## config.mk

```make
export PLATFORM = sky130hd
export DESIGN_NAME = flash_loader
export DESIGN_NICKNAME = d
export VERILOG_FILES = /design/src/rtl/flash_loader.sv
export SDC_FILE = /design/constraint.sdc
export NUM_CORES = 1
export LEC_CHECK = 0
export CAP_MARGIN = 20
export CORE_UTILIZATION = 40
export DETAILED_ROUTE_END_ITERATION = 16
export PLACE_DENSITY = 0.69
export SLEW_MARGIN = 15
export SYNTH_ARGS = -nofsm -noshare
export SYNTH_HDL_FRONTEND = slang
export SYNTH_SLANG_ARGS = --single-unit
export TNS_END_PERCENT = 100
```

## constraint.sdc

```tcl
create_clock -name clk -period 2.7 [get_ports clk]
set_input_delay 0.54 -clock clk [delete_from_list [all_inputs] [get_ports clk]]
set_output_delay 0.54 -clock clk [all_outputs]
set_load 0.03 [all_outputs]
```

## src/rtl/flash_loader.sv

```systemverilog
// Flash loader: takes a stream of program bytes and packs them into 32-bit
// little-endian words. It writes each finished word into instruction memory
// and holds the core in reset while a programming session is in progress.
module flash_loader #(
    parameter int IMEM_WORDS = 4096
) (
    input  logic        clk,
    input  logic        reset,
    input  logic        flash,
    input  logic [7:0]  data,
    input  logic [13:0] addr,
    input  logic        byte_valid,
    output logic        byte_ready,
    output logic        imem_we,
    output logic [11:0] imem_waddr,
    output logic [31:0] imem_wdata,
    output logic        cpu_hold,
    output logic        load_done,
    output logic [12:0] word_count,
    output logic        err
);

    localparam logic [12:0] WORDS_LIMIT = 13'(IMEM_WORDS);

    typedef enum logic [2:0] {
        IDLE,
        LOAD,
        COMMIT,
        FLUSH,
        DONE
    } state_t;

    state_t      state_q;
    logic [31:0] wordBuf_q;
    logic [3:0]  laneMask_q;
    logic [11:0] wordAddr_q;
    logic        imemWe_q;
    logic [11:0] imemWaddr_q;
    logic [31:0] imemWdata_q;
    logic        cpuHold_q;
    logic        loadDone_q;
    logic [12:0] wordCount_q;
    logic        err_q;

    logic        accept;
    logic        inRange;
    logic        wordMismatch;
    logic [12:0] countNext;
    logic [31:0] mergedWord_d;
    logic [3:0]  mergedMask_d;

    assign byte_ready   = (state_q == LOAD) && flash;
    assign accept       = byte_valid && byte_ready;
    assign inRange      = {1'b0, addr[13:2]} < WORDS_LIMIT;
    assign wordMismatch = (laneMask_q != 4'd0) && (addr[13:2] != wordAddr_q);
    assign countNext    = (wordCount_q >= WORDS_LIMIT) ? wordCount_q : wordCount_q + 13'd1;

    // Merge the incoming byte into its lane. A byte that belongs to a new word starts from an empty buffer.
    always_comb begin
        mergedWord_d = wordMismatch ? 32'd0 : wordBuf_q;
        mergedMask_d = wordMismatch ? 4'd0 : laneMask_q;
        case (addr[1:0])
            2'd0:    mergedWord_d[7:0]   = data;
            2'd1:    mergedWord_d[15:8]  = data;
            2'd2:    mergedWord_d[23:16] = data;
            default: mergedWord_d[31:24] = data;
        endcase
        mergedMask_d = mergedMask_d | (4'b0001 << addr[1:0]);
    end

    // Session FSM. The write strobe, address and data are registered when a word completes, so they appear in the COMMIT/FLUSH cycle.
    always_ff @(posedge clk or negedge reset) begin
        if (!reset) begin
            state_q     <= IDLE;
            wordBuf_q   <= '0;
            laneMask_q  <= '0;
            wordAddr_q  <= '0;
            imemWe_q    <= 1'b0;
            imemWaddr_q <= '0;
            imemWdata_q <= '0;
            cpuHold_q   <= 1'b0;
            loadDone_q  <= 1'b0;
            wordCount_q <= '0;
            err_q       <= 1'b0;
        end else begin
            case (state_q)
                IDLE: begin
                    if (flash) begin
                        state_q     <= LOAD;
                        cpuHold_q   <= 1'b1;
                        wordCount_q <= '0;
                        err_q       <= 1'b0;
                        laneMask_q  <= '0;
                        wordBuf_q   <= '0;
                        wordAddr_q  <= '0;
                    end
                end
                LOAD: begin
                    if (!flash) begin
                        if (laneMask_q != 4'd0) begin
                            state_q     <= FLUSH;
                            imemWe_q    <= 1'b1;
                            imemWaddr_q <= wordAddr_q;
                            imemWdata_q <= wordBuf_q;
                            wordCount_q <= countNext;
                            laneMask_q  <= '0;
                            wordBuf_q   <= '0;
                        end else begin
                            state_q    <= DONE;
                            loadDone_q <= 1'b1;
                        end
                    end else if (accept) begin
                        if (!inRange) begin
                            err_q <= 1'b1;
                        end else begin
                            if (wordMismatch) begin
                                err_q <= 1'b1;
                            end
                            wordAddr_q <= addr[13:2];
                            if (addr[1:0] == 2'd3) begin
                                state_q     <= COMMIT;
                                imemWe_q    <= 1'b1;
                                imemWaddr_q <= addr[13:2];
                                imemWdata_q <= mergedWord_d;
                                wordCount_q <= countNext;
                                laneMask_q  <= '0;
                                wordBuf_q   <= '0;
                            end else begin
                                wordBuf_q  <= mergedWord_d;
                                laneMask_q <= mergedMask_d;
                            end
                        end
                    end
                end
                COMMIT: begin
                    imemWe_q    <= 1'b0;
                    imemWaddr_q <= '0;
                    imemWdata_q <= '0;
                    state_q     <= LOAD;
                end
                FLUSH: begin
                    imemWe_q    <= 1'b0;
                    imemWaddr_q <= '0;
                    imemWdata_q <= '0;
                    loadDone_q  <= 1'b1;
                    state_q     <= DONE;
                end
                DONE: begin
                    loadDone_q <= 1'b0;
                    cpuHold_q  <= 1'b0;
                    state_q    <= IDLE;
                end
                default: begin
                    state_q <= IDLE;
                end
            endcase
        end
    end

    assign imem_we    = imemWe_q;
    assign imem_waddr = imemWaddr_q;
    assign imem_wdata = imemWdata_q;
    assign cpu_hold   = cpuHold_q;
    assign load_done  = loadDone_q;
    assign word_count = wordCount_q;
    assign err        = err_q;

endmodule

```

==> reports/metrics.csv <==
stage,metric,value,unit
die,Die X,118,µm
timing,Fin Hold WS,0.168,ns
clock_tree,Max Buffers Root-to-Sink,2,
timing,clk_skew,0.00789,ns
die,core area,12800,µm²
power_and_ir_drop,pwr dens,1080,nW/µm²
place,HPWL Detailed,9620,µm
place,GPL Wtd Cong,0.824,
worst_setup_path,"Max FO, Critical Path",9,
worst_setup_path,CP max stage delay,0.53,ns
cells_and_area,"commonest non-fill, non-tap cells in the layout","112 x dfrtp_1, 85 x clkdlybuf4s50_1, 62 x nand2_1",
timing,fmax,0.403,GHz
cells_and_area,nets,609,
clock_tree,Skew-Pair Late Insertion Delay,0.35,ns
yosys,async set-or-reset flop fraction in the synthesized netlist,100,%
worst_setup_path,Setup CP Type,reg -> reg,
route,top sig layer,met4,
timing,final setup margin,0.221,ns
cells_and_area,Final Non-Filler Cells,758,
route,DRT iter0 DRCs,377,
grt,Congestion Overflow GR,0,
yosys,post-synthesis sequential area ratio,52.4,%
cells_and_area,Seq. cell area,2800,µm²
clock_tree,PostCTS Resize Cnt,0,
grt,global-route wire length before repair,23500,µm
route,WL met3,773,µm
route,drt wl/cell,18.8,µm
yosys,Mapped Area,5350,µm²
route,DR pass1 iterations,7,
yosys,Synth Flop Type,dfrtp_1,
route,Post-Route WL,14300,µm
yosys,"EDFF count, synth",0,
worst_setup_path,slowest CP cell,or3b_1,
clock_tree,CTS tree,done,
cells_and_area,"commonest non-fill, non-tap cell in the layout",dfrtp_1,
job,Max-Cap Viols,0,
timing,final hold violation count,0,
die,cell row count,41,
worst_setup_path,crit path launch type,flip-flop,
place,I/O Buffers,87,
yosys,Cells after Synth,488,
cells_and_area,Antenna Cells,0,
clock_tree,CTS Root Cell,clkbuf_16,
die,Top-Level Pins,88,
grt,initial antenna violation count,0,
yosys,Ys Warns,0,
worst_setup_path,worst reg-to-reg path cell count,5,
worst_setup_path,Top delay family on crit path,simple AND/OR/NAND/NOR gates,
place,Setup WS pre-CTS,-0.0519,ns
timing,unrepaired setup endpoints after global routing,no,
yosys,"Distinct cells, synth",58,
yosys,Post-Syn Area per Cell,11.0,µm²
route,Detail Route Antenna Nets,0,
cells_and_area,Fill cells,1122,
die,die area,13800,µm²
clock_tree,Worst-path clk slew,0.07,ns
cells_and_area,Multi-input gate area,2330,µm²
timing,min Tclk post-route,2.48,ns
timing,fin crit share,91.8,%
grt,vias in the first global route,4429,
clock_tree,CTS Hold Bufs,0,
timing,max-slew violations,0,
route,DRC viols,0,
run_status,status,completed,
worst_setup_path,Required @ worst endpoint,2.93,ns
grt,maximum number of pins on one net before global-route repair,52,
route,Via Count,4375,
clock_tree,CTS Buf Count,9,
yosys,synthesized flop and latch total,112,
worst_setup_path,WP buf/inv,0,
cells_and_area,layout cell share with drive strength beyond 1,13.3,%
cells_and_area,Area Growth Syn to Fin,27.1,%
timing,Final setup viols,0,
timing,relative slew slack,53.5,%
die,die height,118,µm
min_path,Worst Hold Class,in -> async,
cells_and_area,Util after Layout,53.0,%
worst_setup_path,Crit. path cell count,5,
power_and_ir_drop,LEAKAGE,3.00,nW
clock_tree,Setup Buffers After CTS,0,
worst_setup_path,CP Data Arrival Time,2.71,ns
route,Vias/cell,5.77,
worst_setup_path,"Top cell by count, worst path",nand2_1,
timing,Worst-Margin Slew,0.694,ns
clock_tree,H-Tree Depth,3,
power_and_ir_drop,worst vdd rail ir drop,620,µV
yosys,syn_nets,515,
route,met2 WL,6850,µm
route,M1 WL,6390,µm
clock_tree,clock sinks,112,
worst_setup_path,crit path cell chain,or3b_1 -> or3_4 -> nand2_1 -> nand2_1 -> a32o_1,
die,initial core utilization,41.7,%
grt,All-Layer GR Usage,21.3,%
worst_setup_path,CP endpoint kind,flip-flop,
place,Inst Count DP,743,
[final timing paths]
kind / endpoint / slack, ns / start
setup reg to reg: wordBuf_q[12] / 0.22 / state_q[0]
hold / removal: imem_waddr[4] / 0.17 / reset
min in group clk: imem_waddr[9] / 0.48 / imem_waddr[9]
max in group asynchronous: wordBuf_q[12] / 1.83 / reset
hold reg to reg: imem_waddr[9] / 0.48 / imem_waddr[9]
setup / recovery: wordBuf_q[12] / 0.22 / state_q[0]
[logic make-up (layout without fill, tap and decap cells)]
group / after synthesis / in the layout / synth area share [%]
buffers and inverters: 49 / 147 / 4.33
muxes: 13 / 13 / 2.43
DFF: 112 / 112 / 52.4
xor gates and xnor gates: 15 / 15 / 2.46
and+or+nand+nor: 126 / 126 / 11.9
adders and majority gates: 1 / 1 / 0.234
AOI/OAI and AO/OA: 172 / 172 / 26.3
[cell usage after synthesis, drive strengths merged (2+ instances only)]
cell / number / area, µm²
dfrtp: 112 / 2800
nand2: 62 / 233
o21ai: 36 / 184
a31o: 27 / 236
a32o: 24 / 240
o2bb2ai: 24 / 210
nor2: 19 / 81.3
a22o: 17 / 149
buf: 17 / 111
inv: 17 / 63.8
clkbuf: 15 / 56.3
mux2i: 13 / 130
xor2: 12 / 105
a21oi: 11 / 66.3
and2: 9 / 56.3
a222oi: 8 / 80.1
a2bb2oi: 8 / 70.1
nor3: 8 / 62.6
nand3: 7 / 40.0
a31oi: 6 / 43.8
nor4: 5 / 46.3
nand2b: 4 / 25.0
xnor2: 3 / 26.3
a2111oi: 2 / 55.1
nand4: 2 / 12.5
nor3b: 2 / 15.0
or2: 2 / 15.0
or3: 2 / 17.5
[per-stage QoR]
stage / TNS, ns / power [mW] / cell area (µm²)
floorplan: 0 / 4.76 / 5350
global placement: 0 / 6.10 / 6540
detailed placement: -0.339 / 6.18 / 6540
CTS: 0 / 7.43 / 6800
global route: 0 / 7.79 / 6800
finish: 0 / 7.37 / 6800
[cell type report]
cell class              count  area share, %
inverters                  17          0.939
clock inverters             5          0.497
well taps                 172           3.17
repair buffers            115           16.6
flip-flops and latches    112           41.2
clock buffers              10           3.37
multi-input cells         327           34.2
[metal layers]
layer | vias up | global-route usage (%)
met3 | 21 | 4.51
li1 | 2024 | -
met4 | 0 | 6.25
met1 | 2195 | 28.7
met2 | 135 | 34.6
met5 | - | 0
[registers in the layout (all words and copies together), names as in the netlist]
signal	flops
state_q	3
laneMask_q	4
err	1
wordBuf_q	32
imem_waddr	12
cpu_hold	1
imem_wdata	32
imem_we	1
wordAddr_q	12
load_done	1
word_count	13
[power by group]
part,internal [mW],switching [mW],leakage (nW)
clock,0.622,0.600,0.125
combinational,1.50,2.02,1.35
sequential,2.22,0.416,1.52
No activity file was read; power rests on OpenSTA's default activity.
